### src/rtl/rns_mod_alu_seq.sv
// Modular add/sub/mul engine for a single RNS channel. Multiplication runs one
// MSB-first double-and-add step per clock. The result buses are one-hot-valued for an OR-style 3:1 mux.
module rns_mod_alu_seq #(
    parameter int WIDTH   = 7,
    parameter int MODULUS = 127
) (
    input  logic             clk,
    input  logic             rst,
    input  logic             start,
    input  logic [1:0]       op,
    input  logic [WIDTH-1:0] a,
    input  logic [WIDTH-1:0] b,
    output logic             busy,
    output logic             done,
    output logic [WIDTH-1:0] add,
    output logic [WIDTH-1:0] sub,
    output logic [WIDTH-1:0] mul,
    output logic             s0,
    output logic             s1
);

    localparam int CNT_W = (WIDTH > 1) ? $clog2(WIDTH) : 1;
    localparam logic [WIDTH:0]   MOD_X = MODULUS[WIDTH:0];
    localparam logic [WIDTH-1:0] MOD_N = MODULUS[WIDTH-1:0];

    typedef enum logic [1:0] {
        IDLE   = 2'd0,
        ADDSUB = 2'd1,
        MUL    = 2'd2
    } state_t;

    state_t             state;
    logic [1:0]         op_q;
    logic [WIDTH-1:0]   a_q;
    logic [WIDTH-1:0]   b_q;
    logic [WIDTH-1:0]   acc;
    logic [CNT_W-1:0]   cnt;
    logic [WIDTH-1:0]   acc_dbl;
    logic [WIDTH-1:0]   acc_next;
    logic               accept;

    // Single conditional subtract; valid because every caller keeps s < 2*M.
    function automatic logic [WIDTH-1:0] mod_reduce(input logic [WIDTH:0] s);
        logic [WIDTH:0] diff;
        diff = s - MOD_X;
        return (s >= MOD_X) ? diff[WIDTH-1:0] : s[WIDTH-1:0];
    endfunction

    function automatic logic [WIDTH-1:0] mod_add(input logic [WIDTH-1:0] x,
                                                 input logic [WIDTH-1:0] y);
        return mod_reduce({1'b0, x} + {1'b0, y});
    endfunction

    // The wrapped difference plus M always fits back into WIDTH bits.
    function automatic logic [WIDTH-1:0] mod_sub(input logic [WIDTH-1:0] x,
                                                 input logic [WIDTH-1:0] y);
        return (x >= y) ? (x - y) : (x - y + MOD_N);
    endfunction

    function automatic logic [WIDTH-1:0] mod_dbl(input logic [WIDTH-1:0] x);
        return mod_reduce({x, 1'b0});
    endfunction

    assign accept = (state == IDLE) && start;

    always_comb begin
        acc_dbl  = mod_dbl(acc);
        acc_next = acc_dbl;
        if (b_q[cnt]) begin
            acc_next = mod_add(acc_dbl, a_q);
        end
    end

    // Datapath registers: operand latches and multiply accumulator.
    always_ff @(posedge clk) begin
        if (accept) begin
            op_q <= op;
            a_q  <= mod_reduce({1'b0, a});
            b_q  <= mod_reduce({1'b0, b});
            acc  <= '0;
            cnt  <= CNT_W'(WIDTH - 1);
        end else if (state == MUL) begin
            acc <= acc_next;
            cnt <= cnt - 1'b1;
        end
    end

    // Control and result registers.
    always_ff @(posedge clk) begin
        if (rst) begin
            state <= IDLE;
            busy  <= 1'b0;
            done  <= 1'b0;
            add   <= '0;
            sub   <= '0;
            mul   <= '0;
            s0    <= 1'b0;
            s1    <= 1'b0;
        end else begin
            done <= 1'b0;
            case (state)
                IDLE: begin
                    if (start) begin
                        busy  <= 1'b1;
                        state <= (op == 2'b10) ? MUL : ADDSUB;
                    end
                end
                ADDSUB: begin
                    mul <= '0;
                    case (op_q)
                        2'b00: begin
                            add      <= mod_add(a_q, b_q);
                            sub      <= '0;
                            {s1, s0} <= 2'b00;
                        end
                        2'b01: begin
                            add      <= '0;
                            sub      <= mod_sub(a_q, b_q);
                            {s1, s0} <= 2'b01;
                        end
                        default: begin
                            add      <= '0;
                            sub      <= '0;
                            {s1, s0} <= 2'b11;
                        end
                    endcase
                    done  <= 1'b1;
                    busy  <= 1'b0;
                    state <= IDLE;
                end
                MUL: begin
                    if (cnt == '0) begin
                        mul      <= acc_next;
                        add      <= '0;
                        sub      <= '0;
                        {s1, s0} <= 2'b10;
                        done     <= 1'b1;
                        busy     <= 1'b0;
                        state    <= IDLE;
                    end
                end
                default: begin
                    busy  <= 1'b0;
                    state <= IDLE;
                end
            endcase
        end
    end

endmodule

### config.mk
export PLATFORM = sky130hd
export DESIGN_NAME = rns_mod_alu_seq
export DESIGN_NICKNAME = d
export VERILOG_FILES = /design/src/rtl/rns_mod_alu_seq.sv
export SDC_FILE = /design/constraint.sdc
export NUM_CORES = 1
export LEC_CHECK = 0
export BUFFER_PORTS_ARGS = -buffer_cell sky130_fd_sc_hd__buf_4
export CELL_PAD_IN_SITES_DETAIL_PLACEMENT = 1
export CELL_PAD_IN_SITES_GLOBAL_PLACEMENT = 2
export CORE_MARGIN = 1
export CORE_UTILIZATION = 39
export DETAILED_ROUTE_END_ITERATION = 10
export GPL_TIMING_DRIVEN = 0
export PLACE_DENSITY = 0.89
export SLEW_MARGIN = 20
export SYNTH_ARGS = -nofsm -noshare
export SYNTH_HDL_FRONTEND = slang
export SYNTH_SLANG_ARGS = --single-unit
### constraint.sdc
create_clock -name clk -period 5 [get_ports clk]
set_clock_uncertainty 0.15 [all_clocks]
set_input_delay 0.5 -clock clk [delete_from_list [all_inputs] [get_ports clk]]
set_output_delay 0.5 -clock clk [all_outputs]
set_load 0.01 [all_outputs]
# ---- After elaboration in Yosys (flattened, before gate mapping)
# Cells that the tools add are included.
dict set report word_totals {
  ff_bits 53
  in_bits 19
}
dict set report op_classes {
  addsub 10
  n_lt_le_gt_ge 7
  eq_ne 6
  muxes 30
  reduce_logical 8
}
# op n
set ops {}
lappend ops {{2-to-1 mux 7 bit} 11}
lappend ops {{one-hot mux 7 bit (2 select lines)} 3}
lappend ops {{subtractor 7 bit (second input constant)} 5}
lappend ops {{greater-or-equal comparator 8 x 7 -> 1 bit (second input constant)} 3}
lappend ops {{adder 7 x 7 -> 8 bit} 2}
lappend ops {{greater-or-equal comparator 7 bit (second input constant)} 2}
lappend ops {{one-hot mux 1 bit (2 select lines)} 4}
lappend ops {{adder 7 bit (second input constant)} 1}
lappend ops {{greater-or-equal comparator 7 bit} 1}
lappend ops {{2-to-1 mux 1 bit} 7}
lappend ops {{subtractor 7 bit} 1}
lappend ops {{2-to-1 mux 2 bit} 3}
lappend ops {{== test 2 x 1 -> 1 bit (second input constant)} 2}
lappend ops {{== test 2 bit (second input constant)} 2}
lappend ops {{logical NOT 2 bit} 2}
lappend ops {{< comparator 3 x 4 -> 1 bit (second input constant)} 1}
lappend ops {{one-hot mux 2 bit (2 select lines)} 1}
lappend ops {{AND reduction 2 bit} 2}
lappend ops {{binary-select mux 1 bit (select 3 bit)} 1}
lappend ops {{logical NOT 3 bit} 1}
lappend ops {{subtractor 3 x 1 -> 3 bit (second input constant)} 1}
lappend ops {{inequality test 2 x 1 -> 1 bit (second input constant)} 1}
lappend ops {{inequality test 2 bit (second input constant)} 1}
lappend ops {{nonzero test 2 bit} 1}
lappend ops {{other kinds (2)} 2}

# ---- Depth between registers and ports, before layout
dict set report depth {
  word_depth 8
  mapped_depth 11
  depth_no_buf 11
}

# ---- Worst setup path before layout
# Ideal clock, no wire load.
dict set report synth_path {
  kind {register to register}
  startpoint {register a_q[0]}
  endpoint {register acc[3]}
  setup_ns 0.087
  arrival_ns 2.948
  required_time_ns 4.763
  slack_ns 1.815
  path_stages_with_launch 11
  synth_period_minus_slack_ns 3.185
  path_cell_list {edfxtp_1 > ha_1 > fa_1 > ha_1 > inv_1 > a2111oi_0 > o221ai_1 > nor4b_2 > o21bai_1 > xnor2_1 > o31ai_1}
}
dict set report synth_via {
  elab_chain_len 4
  elab_cells_between_ends 5
}
# item line_no
set synth_rtl {}
lappend synth_rtl {{from (decl)} 34} ;# logic [WIDTH-1:0] a_q;
lappend synth_rtl {{from (signal assigned)} 78} ;# a_q <= mod_reduce({1'b0, a});
lappend synth_rtl {{adder 7 x 7 -> 8 bit *} 51} ;# return mod_reduce({1'b0, x} + {1'b0, y});
lappend synth_rtl {{subtractor 7 bit / greater-or-equal comparator 8 x 7 -> 1 bit (equally long branches)} {45, 46}}
lappend synth_rtl {{2-to-1 mux 7 bit *} 46} ;# return (s >= MOD_X) ? diff[WIDTH-1:0] : s[WIDTH-1:0];
lappend synth_rtl {{2-to-1 mux 7 bit *} 69} ;# if (b_q[cnt]) begin
lappend synth_rtl {{to (signal assigned)} 83} ;# acc <= acc_next;
lappend synth_rtl {{to (decl)} 36} ;# logic [WIDTH-1:0] acc;
# Every way passes the cells marked *; elsewhere a longest branch is shown, timed or not.
# A chain may end at the register's enable or synchronous reset.

# ---- Final worst setup path
# Ends and elaborated chain as after synthesis.

==> summary.md <==
| Metric | Value |
|---|---|
| Outcome | `finished, final reports clean` |
| I/O pin count | `44` |
| Post-CTS Hold Buffers | `0` |
| Synth Area in Adders | `a little under an eighth` |
| F_max | `between 200 and 300 MHz` |
| Simple-Gate Fraction of Synth Area | `about a fifth` |
| DRT Pass-1 Iters | `4` |
| Top-area cell type share of the netlist area | `between 10% and 20%` |
| Vias post-DR | `between 3000 and 4000` |
| Compound-Gate Fraction of Synth Area | `between 20 and 25%` |
| Yosys top cell by area | `dfxtp_1` |
| Antenna cell count | `0` |
| Root Driver | `clkbuf_8` |
| Max clock buf depth | `2` |
| Most frequent cell after synthesis | `nand2_1` |
| Slew @ Worst Pin | `about 0.84 ns` |
| Die Wd | `~100 um` |
| Drt total wl | `9960 um` |
| XOR/XNOR share of the synthesized area | `under 10%` |
| I/O Buffers | `43` |
| RSZ-0062 raised after global routing | `false` |
| P_leak | `about 0.0018 uW` |
| Initial core utilization | `about two fifths` |
| Synthesized area | `between 0.003 and 0.004 mm^2` |
| Synthesized flop and latch total | `between 50 and 60` |
| Largest net degree at the start of global routing | `22` |
| HP Class | `in -> reg` |
| WL per Instance | `approximately 16 um` |
| Total grt overflow | `0` |
| Setup violations, final | `0` |
| Htree depth | `2` |
| # clock sinks | `53` |
| Setup TNS | `0 ns` |
| Number of flops mapped to enable cells by yosys | `16` |
| CP peak stage delay | `roughly 0.64 ns` |
| Die H | `about 100 um` |
| Routability cong. | `between 0.8 and 0.9` |
| DRC | `0` |
| CP dominant cell by count | `ha_1` |
| Primary FF master, synth | `dfxtp_1` |
| Largest family of logic cells by synthesized area | `compound AO/OA/AOI/OAI gates` |
| Detail Route Antenna Nets | `0` |
| Multi-input gate area | `~0.0024 mm^2` |
| Post-CTS Setup Repair Bufs | `0` |
| Critical Path, Cell by Cell | `ha_1 > fa_1 > ha_1 > inv_1 > a2111oi_0 > o221ai_1 > nor4b_2 > o21bai_1 > xnor2_1 > o31ai_1` |
| Tmin final | `slightly below 4 ns` |
| Share of layout cells above drive strength 1 | `about 15%` |
| # fillers | `roughly 1200` |
| Vias per cell | `between 5 and 6` |
| First-pass GRT wire length | `16600 um` |
| CP max FO | `4` |
| Data required, critical path | `approximately 5.1 ns` |
| Yosys Warn Count | `0` |
| Antenna violations before repair | `0` |
| Mapped Cells | `about 430` |
| Syn_area_per_cell | `8.85 um^2` |
| Final HPWL DP | `approximately 8000 um` |
| Post-cts sizing count | `0` |
| Cts bufs inserted | `5` |
| Vias in the first global route | `around 3300` |
| WP data arrival | `3.93 ns` |
| Final nets | `between 500 and 600` |
| Peak VDD IR | `around 0.13 mV` |
| Area contributors post-synth | `dfxtp_1, edfxtp_1, ha_1` |
| Gr usage total | `a little over a fifth` |
| DIE AREA | `between 0.01 and 0.015 mm^2` |
| Max Cap Viol | `0` |
| CTS clk-pin slew, worst paths | `roughly 0.10 ns` |
| Worst setup EP type | `flip-flop` |
| Core area | `0.00937 mm^2` |
| Syn_nets | `between 400 and 500` |
| Final Max Tran Viols | `0` |
| Netlist cell types | `between 70 and 80` |
| Post-synth top cells | `nand2_1, dfxtp_1, nor2_1` |
| Crit Path Category | `reg -> reg` |
| P&R area growth vs syn | `15.5%` |
| P per Cell Area | `about 260 mW/mm^2` |
| TritonCTS clock tree | `yes` |
| Relative slew slack | `between 40% and 50%` |
| Reg area | `approximately 0.0012 mm^2` |
| Multiplexer share of the synthesized area | `2.92%` |
| Sequential share of the synthesized area | `between 30% and 40%` |
| CP max-delay cell | `a2111oi_0` |
| CP Launch Type | `flip-flop` |
| WHS | `about 0.22 ns` |
| Clock Latency Late Sink | `between 0.3 and 0.4 ns` |
| Final period util | `76.9%` |
| Final hold violation count | `0` |
| # rows | `35` |
| Initial DRC Count | `73` |
| Ys async rst share | `0%` |
metrics by stage:
| step | total power, uW | cells | instance area, um^2 | util [%] | worst slack, ns |
|---|---|---|---|---|---|
| final | 1150 | 611 | 4410 | 47.0 | 1.16 |
| after detailed placement | 883 | 603 | 4300 | 45.9 | 1.22 |
| after floorplan | 770 | 431 | 3820 | - | 1.82 |
| after CTS | 1160 | 611 | 4410 | 47.0 | 1.18 |
| after global routing | 1220 | 611 | 4410 | 47.0 | 0.862 |
| after global placement | 870 | 603 | 4300 | 45.9 | 1.27 |
logic make-up (layout without fill, tap and decap cells):
group,count (synthesis),after routing
fa+ha+maj,34,34
buf+inv,41,92
compound gates,125,125
simple gates,148,148
mux,8,8
flops,53,53
xor+xnor,22,22
where the power goes:
| group | switching (uW) | leakage [uW] | internal, uW |
|---|---|---|---|
| clock network | 148 | 0.0000536 | 131 |
| registers | 23.0 | 0.000454 | 467 |
| logic | 226 | 0.00131 | 158 |
| total | 397 | 0.00182 | 756 |
metal layers:
metal | global-route usage [%] | vias to the layer above | routed length [um]
met1 | 28.1 | 1606 | 4930
met4 | 6.02 | 0 | 141
met2 | 35.0 | 57 | 4620
met5 | 0 | - | 0
li1 | - | 1679 | -
met3 | 2.70 | 12 | 262
critical path, delay by kind of cell (launching register included):
kind | cells | cell delay (ns)
AOI/OAI and AO/OA | 4 | 1.33
adders and majority gates | 3 | 1.06
DFF | 1 | 0.47
and+or+nand+nor | 1 | 0.47
xor gates and xnor gates | 1 | 0.18
buffers and inverters | 1 | 0.09
final timing paths:
check	start	endpoint	slack, ns	depth (start not counted)
max	a_q[0]$_DFFE_PP_	acc[3]$_SDFFE_PP0P_	1.16	10
min	op[1]	op_q[1]$_DFFE_PP_	0.22	1
max reg2reg	a_q[0]$_DFFE_PP_	acc[3]$_SDFFE_PP0P_	1.16	10
min reg2reg	mul[0]$_SDFFE_PP0P_	mul[0]$_SDFFE_PP0P_	0.30	2
cell usage in the layout, fill, tap and decap left out, drive strengths merged, types with 7 or more instances in the layout:
cell type / netlist / routed
a21o: 7 / 7
a21oi: 19 / 19
buf: 4 / 47
clkbuf: 10 / 17
dfxtp: 37 / 37
edfxtp: 16 / 16
ha: 31 / 31
inv: 27 / 27
nand2: 38 / 38
nand2b: 8 / 8
nand3: 12 / 12
nor2: 32 / 32
nor3: 10 / 10
o21a: 8 / 8
o21ai: 32 / 32
xnor2: 14 / 14
xor2: 8 / 8
state kept, by name, indices dropped and copies added (netlist names):
register  cells
a_q           7
acc           7
add           7
b_q           7
busy          1
cnt           3
done          1
mul           7
op_q          2
s0            1
s1            1
state         2
sub           7
area by class of cell:
| class | count | area share (%) |
|---|---|---|
| well taps | 129 | 3.66 |
| multi-input cells | 337 | 54.8 |
| repair buffers | 43 | 7.33 |
| clock inverters | 1 | 0.199 |
| inverters | 27 | 2.30 |
| clock buffers | 7 | 2.21 |
| flip-flops and latches | 53 | 27.7 |
| plain buffers | 14 | 1.76 |
Note: power is estimated with default switching activity, not from simulation.
